<file path="config.mk">
export PLATFORM = sky130hd
export DESIGN_NAME = fetch_ctrl
export DESIGN_NICKNAME = d
export VERILOG_FILES = /design/src/rtl/fetch_ctrl.sv
export SDC_FILE = /design/constraint.sdc
export NUM_CORES = 1
export LEC_CHECK = 0
export ABC_AREA = 1
export BUFFER_PORTS_ARGS = -buffer_cell sky130_fd_sc_hd__buf_2
export CELL_PAD_IN_SITES_DETAIL_PLACEMENT = 0
export CELL_PAD_IN_SITES_GLOBAL_PLACEMENT = 1
export CORE_MARGIN = 2
export CORE_UTILIZATION = 39
export CTS_CLUSTER_SIZE = 16
export DETAILED_ROUTE_END_ITERATION = 8
export PLACE_DENSITY = 0.9
export REMOVE_ABC_BUFFERS = 1
export SLEW_MARGIN = 25
export SYNTH_ARGS = -nofsm -noshare
export SYNTH_HDL_FRONTEND = slang
export SYNTH_SLANG_ARGS = --single-unit
</file>
<file path="constraint.sdc">
create_clock -name in_clk -period 4.37 [get_ports in_clk]
set_clock_uncertainty 0.1 [all_clocks]
set_input_delay 0.874 -clock in_clk [delete_from_list [all_inputs] [get_ports in_clk]]
set_output_delay 0.874 -clock in_clk [all_outputs]
set_load 0.005 [all_outputs]
</file>
<file path="src/rtl/fetch_ctrl.sv">
// Instruction-fetch sequencer: owns the fetch PC, the imem request handshake, a one-entry skid
// buffer for stalls, and prioritized redirects. Exception/eret redirects are enabled by FETCH_EXC_EN.
module fetch_ctrl #(
  parameter logic [31:0] RESET_PC = 32'h0040_0000,
  parameter logic [31:0] EXC_VEC  = 32'h0040_0004
) (
  input  logic        in_clk,
  input  logic        in_rst_n,
  input  logic        in_stall,
  input  logic        in_br_taken,
  input  logic [31:0] in_br_target,
  input  logic        in_jmp,
  input  logic [31:0] in_jmp_target,
  input  logic        in_exc,
  input  logic        in_eret,
  input  logic [31:0] in_epc,
  output logic        out_imem_req,
  output logic [31:0] out_imem_addr,
  input  logic        in_imem_ack,
  input  logic [31:0] in_imem_rdata,
  output logic [31:0] out_inst,
  output logic [31:0] out_inst_pc,
  output logic        out_inst_valid,
  output logic [31:0] out_pc,
  output logic        out_flush
);

  typedef enum logic [1:0] {BOOT, FETCH, HOLD, DRAIN} state_t;

  state_t      state_reg, state_next;
  logic [31:0] pc_reg, drain_addr_reg;
  logic [31:0] inst_reg, inst_pc_reg;
  logic [31:0] skid_inst_reg, skid_pc_reg;
  logic        valid_reg, flush_reg;
  logic        redirect;
  logic [31:0] target_raw, redirect_target;

  always_comb begin
    redirect   = 1'b0;
    target_raw = '0;
`ifdef FETCH_EXC_EN
    if (in_exc) begin
      redirect   = 1'b1;
      target_raw = EXC_VEC;
    end else if (in_eret) begin
      redirect   = 1'b1;
      target_raw = in_epc;
    end else if (in_jmp) begin
      redirect   = 1'b1;
      target_raw = in_jmp_target;
    end else if (in_br_taken) begin
      redirect   = 1'b1;
      target_raw = in_br_target;
    end
`else
    if (in_jmp) begin
      redirect   = 1'b1;
      target_raw = in_jmp_target;
    end else if (in_br_taken) begin
      redirect   = 1'b1;
      target_raw = in_br_target;
    end
`endif
  end

`ifndef FETCH_EXC_EN
  logic unused_exc;
  assign unused_exc = ^{in_exc, in_eret, in_epc, EXC_VEC};
`endif

  assign redirect_target = target_raw & 32'hFFFF_FFFC;

  always_ff @(posedge in_clk) begin
    if (!in_rst_n) state_reg <= BOOT;
    else           state_reg <= state_next;
  end

  always_comb begin
    state_next = state_reg;
    case (state_reg)
      BOOT:  state_next = FETCH;
      FETCH: begin
        if (redirect)                      state_next = in_imem_ack ? FETCH : DRAIN;
        else if (in_imem_ack && in_stall)  state_next = HOLD;
      end
      HOLD:  if (redirect || !in_stall) state_next = FETCH;
      DRAIN: if (in_imem_ack) state_next = FETCH;
      default: state_next = BOOT;
    endcase
  end

  // Request/address depend only on state and registers, never on ack.
  always_comb begin
    out_imem_req  = 1'b0;
    out_imem_addr = pc_reg;
    case (state_reg)
      FETCH: out_imem_req = 1'b1;
      DRAIN: begin
        out_imem_req  = 1'b1;
        out_imem_addr = drain_addr_reg;
      end
      default: ;
    endcase
  end

  always_ff @(posedge in_clk) begin
    if (!in_rst_n) begin
      pc_reg         <= RESET_PC;
      drain_addr_reg <= '0;
      inst_reg       <= '0;
      inst_pc_reg    <= '0;
      skid_inst_reg  <= '0;
      skid_pc_reg    <= '0;
      valid_reg      <= 1'b0;
      flush_reg      <= 1'b0;
    end else begin
      flush_reg <= redirect;
      if (redirect) begin
        pc_reg        <= redirect_target;
        valid_reg     <= 1'b0;
        skid_inst_reg <= '0;
        skid_pc_reg   <= '0;
        if (state_reg == FETCH && !in_imem_ack) drain_addr_reg <= pc_reg;
      end else begin
        case (state_reg)
          FETCH: begin
            if (in_imem_ack) begin
              pc_reg <= pc_reg + 32'd4;
              if (in_stall) begin
                skid_inst_reg <= in_imem_rdata;
                skid_pc_reg   <= pc_reg;
              end else begin
                inst_reg    <= in_imem_rdata;
                inst_pc_reg <= pc_reg;
                valid_reg   <= 1'b1;
              end
            end else if (!in_stall) begin
              // Waiting on memory: present a bubble rather than repeat the last instruction.
              valid_reg <= 1'b0;
            end
          end
          HOLD: begin
            if (!in_stall) begin
              inst_reg    <= skid_inst_reg;
              inst_pc_reg <= skid_pc_reg;
              valid_reg   <= 1'b1;
            end
          end
          default: ;
        endcase
      end
    end
  end

  assign out_inst       = inst_reg;
  assign out_inst_pc    = inst_pc_reg;
  assign out_inst_valid = valid_reg;
  assign out_pc         = pc_reg;
  assign out_flush      = flush_reg;

endmodule

</file>
* Yosys cells after proc, flatten, opt, wreduce, memory -nomap -nowiden *
Cells that the tools add are included.

cells by class
  add/subtract/negate cells = 1
  order comparisons = 0
  equality and inequality tests = 10
  $mul = 0
  div/mod/pow operators = 0
  bitwise operators = 2
  reduce and logical (&&, ||, !) cells = 18
  shift operators = 0
  multiplexer cells = 27

operators by type and width
  kind                     number
  $mux W32                 12
  $pmux W32 S2             2
  $add A32 B3 Y32 const B  1
  $mux W2                  5
  $ne A2 B2 Y1 const B     5
  $pmux W2 S4              1
  $reduce_and A2 Y1        4
  $mux W1                  6
  $ne A3 B3 Y1 const B     2
  $reduce_and A3 Y1        2
  $reduce_bool A2 Y1       3
  $reduce_and A5 Y1        1
  $eq A2 B2 Y1 const B     2
  $reduce_or A2 Y1         2
  $eq A2 B1 Y1 const B     1
  $logic_and A1 B1 Y1      2
  $logic_not A1 Y1         2
  $logic_not A2 Y1         1
  $not A1 Y1               2
  $pmux W1 S2              1
  $logic_or A1 B1 Y1       1

word-level totals
  memory bits (writable) = 0
  latch bits = 0
  output and inout port bits = 131
  register bits after elaboration = 196
  memory bits (read-only) = 0
  memories kept = 0

* Logic depth before layout (Yosys ltp) *
  depth in word-level cells = 5
  gate-level depth with buffers = 11

* Least setup slack after synthesis *
OpenSTA, ideal clock, no wires.

  path type = register to output
  from = reg state_reg[0]
  to = out out_imem_addr[10]
  setup slack = 2.260 ns
  data arrival time = 1.136 ns
  cell stages (with the launch flop) = 6
  data required time = 3.396 ns
  cells stage by stage = dfxtp_1 > ha_1 > clkbuf_1 > clkbuf_1 > nand2_1 > o21ai_0

on the way
  cells in the longest elaborated chain, start to end = 2

ends and longest elaborated chain
  item                    RTL line  RTL
  start, declared         30        state_t state_reg, state_next;
  start signal, assigned  75        else state_reg <= state_next;
  $eq A2 B2 Y1            96        case (state_reg)
  $mux W32                96
  end, declared           18        output logic [31:0] out_imem_addr,

No other way between the ends.

* Final worst setup path *
  from = reg state_reg[0]
  to = out out_imem_addr[15]

Same word-level chain as after synthesis.

==> impl_metrics.ini <==
[run_status]
outcome = completed

[floorplan]
io_pins = 267
dieArea_um2 = 23600
die_h_um = 154
die_w_um = 154
initial_core_util = 0.399
rows = 54
core_area_um2 = 21900

[logic_synthesis]
synthTopCellsByCount = 247 x nand2_1, 188 x dfxtp_1, 187 x o21ai_0, 154 x a21oi_1, 110 x nor2_1
synth_area_um2 = 8740
synth_top_area_share = 0.431
yosysMostFrequentCell = nand2_1
yosys_warnings = 0
synth_cells = 1233
synth.avg_cell_area_um2 = 7.09
synth.area.top_cells = dfxtp_1 43%, o21ai_0 11%, nand2_1 11%, a21oi_1 8.8%, nand3_1 5.7%
synth_top_cell_by_area = dfxtp_1
yosysSeqAreaShare = 0.431
synth_edf_count = 0
ys_ff_latch = 188
ys.flop_type = dfxtp_1
async_reset_ff_frac = 0
synth.distinct_cells = 30

[cts]
cts_tree = yes
cts_max_path_buffers = 2
ctsResizeCount = 0
clk_latency_ns = 0.43
path_clk_slew_ns = 0.07
clock-root-buffer = clkbuf_16
cts_hold_buf = 0
cts_made_buffers = 17
h-tree-depth = 4
cts.sinks = 188
post_cts_buffers = 0

[sta]
grt_setup_unrepaired = false
slew_headroom = 0.373
fin_setup_tns_ns = 0
setup_viol = 0
slew_violations = 0
worstMarginPinSlew_ns = 0.940
hold_viol_final = 0
whs_ns = 0.361
period_needed_ns = 3.28
period_share = 0.751
fmax_ghz = 0.305

[hold_path]
holdPathEnd = skid_inst_reg[24]$_SDFFE_PP0P_
min-delay-start = skid_inst_reg[24]$_SDFFE_PP0P_
min_path_type = reg -> reg
holdPathStages = 2

[critical_path]
reg2reg_depth = 7
reg2reg_to = skid_pc_reg[2]$_SDFFE_PP0P_
crit_arrival_ns = 2.31
path_class = reg -> out
r2r_start = state_reg[0]$_SDFFE_PN0P_
path_max_fanout = 50
r2r_slack_ns = 1.49
end_kind = output port
cp-start-kind = flip-flop
critPathRequiredTime_ns = 3.40
worstSetupStartpoint = state_reg[0]$_SDFFE_PN0P_

[grt]
grt_overflow = 0
grt_pass1_vias = 8107
antenna_found_initial = 1
grt.busiest_layer = met2
gr-usage-met3 = 0.0386
grtUsageTotal = 0.237
grt_pass1_wl_um = 44700
grt_use_met2 = 0.380
grt_max_degree = 64
use_met1 = 0.329

[drt]
vias = 8956
firstDrtPassIters = 7
wirelength_um = 28600
dr.first_iter.drc_count = 651
drc = 0
drtAntennaViolNets = 0
wl_per_cell_um = 16.8
vias_per_cell = 5.28

[place]
place.detailed.hpwl_um = 19000
placed_cells = 1664
port_buffers = 222
gp_congestion = 0.900

[layout]
syn2layout_area_growth_pct = 21.2
final_cells = 1697
utilization = 0.484
nNetsFinal = 1543
drive_gt1_frac = 0.202

[power_and_ir_drop]
cellPowerDensity_nw_per_um2 = 380
peakVddDrop_v = 0.000208
p_leak_nw = 4.28

[run]
maxCapViolations = 0
report_power, final:
| part | internal, mW | switching [mW] | total (mW) |
|---|---|---|---|
| Clock | 0.836 | 0.728 | 1.56 |
| Combinational | 0.218 | 0.362 | 0.580 |
| Sequential | 1.80 | 0.0800 | 1.88 |
| Total | 2.85 | 1.17 | 4.02 |
critical path, cell delays in order, from the launching register on:
cell and delay, ns:
dfxtp_1 0.41, ha_2 0.83, buf_4 0.32, nand2_1 0.06, o21ai_0 0.07, buf_2 0.15
cell usage in the layout, fill, tap and decap left out, types with 3 or more instances in the layout:
cell | synthesis | final
nand2_1 | 247 | 245
buf_2 | 13 | 221
dfxtp_1 | 188 | 188
o21ai_0 | 187 | 187
a21oi_1 | 154 | 154
nor2_1 | 110 | 109
nand3_1 | 99 | 99
inv_1 | 59 | 59
mux2i_1 | 32 | 32
clkbuf_16 | 0 | 17
buf_4 | 10 | 16
o22a_1 | 11 | 11
a22oi_1 | 8 | 8
a221oi_1 | 6 | 6
conb_1 | 1 | 6
nor3_1 | 5 | 5
inv_6 | 0 | 5
nand4_1 | 4 | 4
a31oi_1 | 4 | 4
or2_2 | 3 | 3
nor2_4 | 2 | 3
o211ai_1 | 3 | 3
layer usage:
layer	routed length [µm]	part of all wire	up-vias
met4	634	0.022	0
li1	-	-	4496
met3	1840	0.064	33
met5	0	0	-
met1	13000	0.46	4145
met2	13100	0.46	282
per-stage QoR:
stage	total power, mW	cell area [µm²]	worst slack, ns
global placement	2.49	10000	1.51
floorplan	2.19	8360	0.0515
finish	4.02	10600	1.09
global route	4.21	10600	0.869
CTS	4.06	10600	1.06
detailed placement	2.50	10000	1.46
area by class of cell:
type,count,area (µm²)
diodes,1,2.50
well taps,280,350
inverters,62,234
flip-flops and latches,188,3760
fillers,2286,11300
clock buffers,20,457
repair buffers,239,1270
clock inverters,12,126
multi-input cells,895,4390
cells by family (layout without fill, tap and decap cells):
kind of cell	after synthesis	count (layout)	share of synthesized area
adder cells (fa/ha/maj)	4	4	0.00573
AND/OR/NAND/NOR	474	474	0.224
other	1	7	0.000429
multiplexers	32	32	0.0367
flip-flops	188	188	0.431
AO/OA/AOI/OAI	377	377	0.228
buffers and inverters	155	333	0.0727
XOR/XNOR	2	2	0.00200
worst max path at each step:
stage	depth (start not counted)	slack, ns	to
2_1_floorplan	8	0.05	out_inst[0]$_SDFFE_PN0P_
3_3_place_gp	7	1.51	skid_pc_reg[17]$_SDFFE_PP0P_
3_5_place_dp	7	1.46	skid_pc_reg[7]$_SDFFE_PP0P_
4_1_cts	5	1.06	out_imem_addr[15]
5_1_grt	5	0.87	out_imem_addr[15]
6_report	5	1.09	out_imem_addr[15]
(Power assumes the default switching activity.)
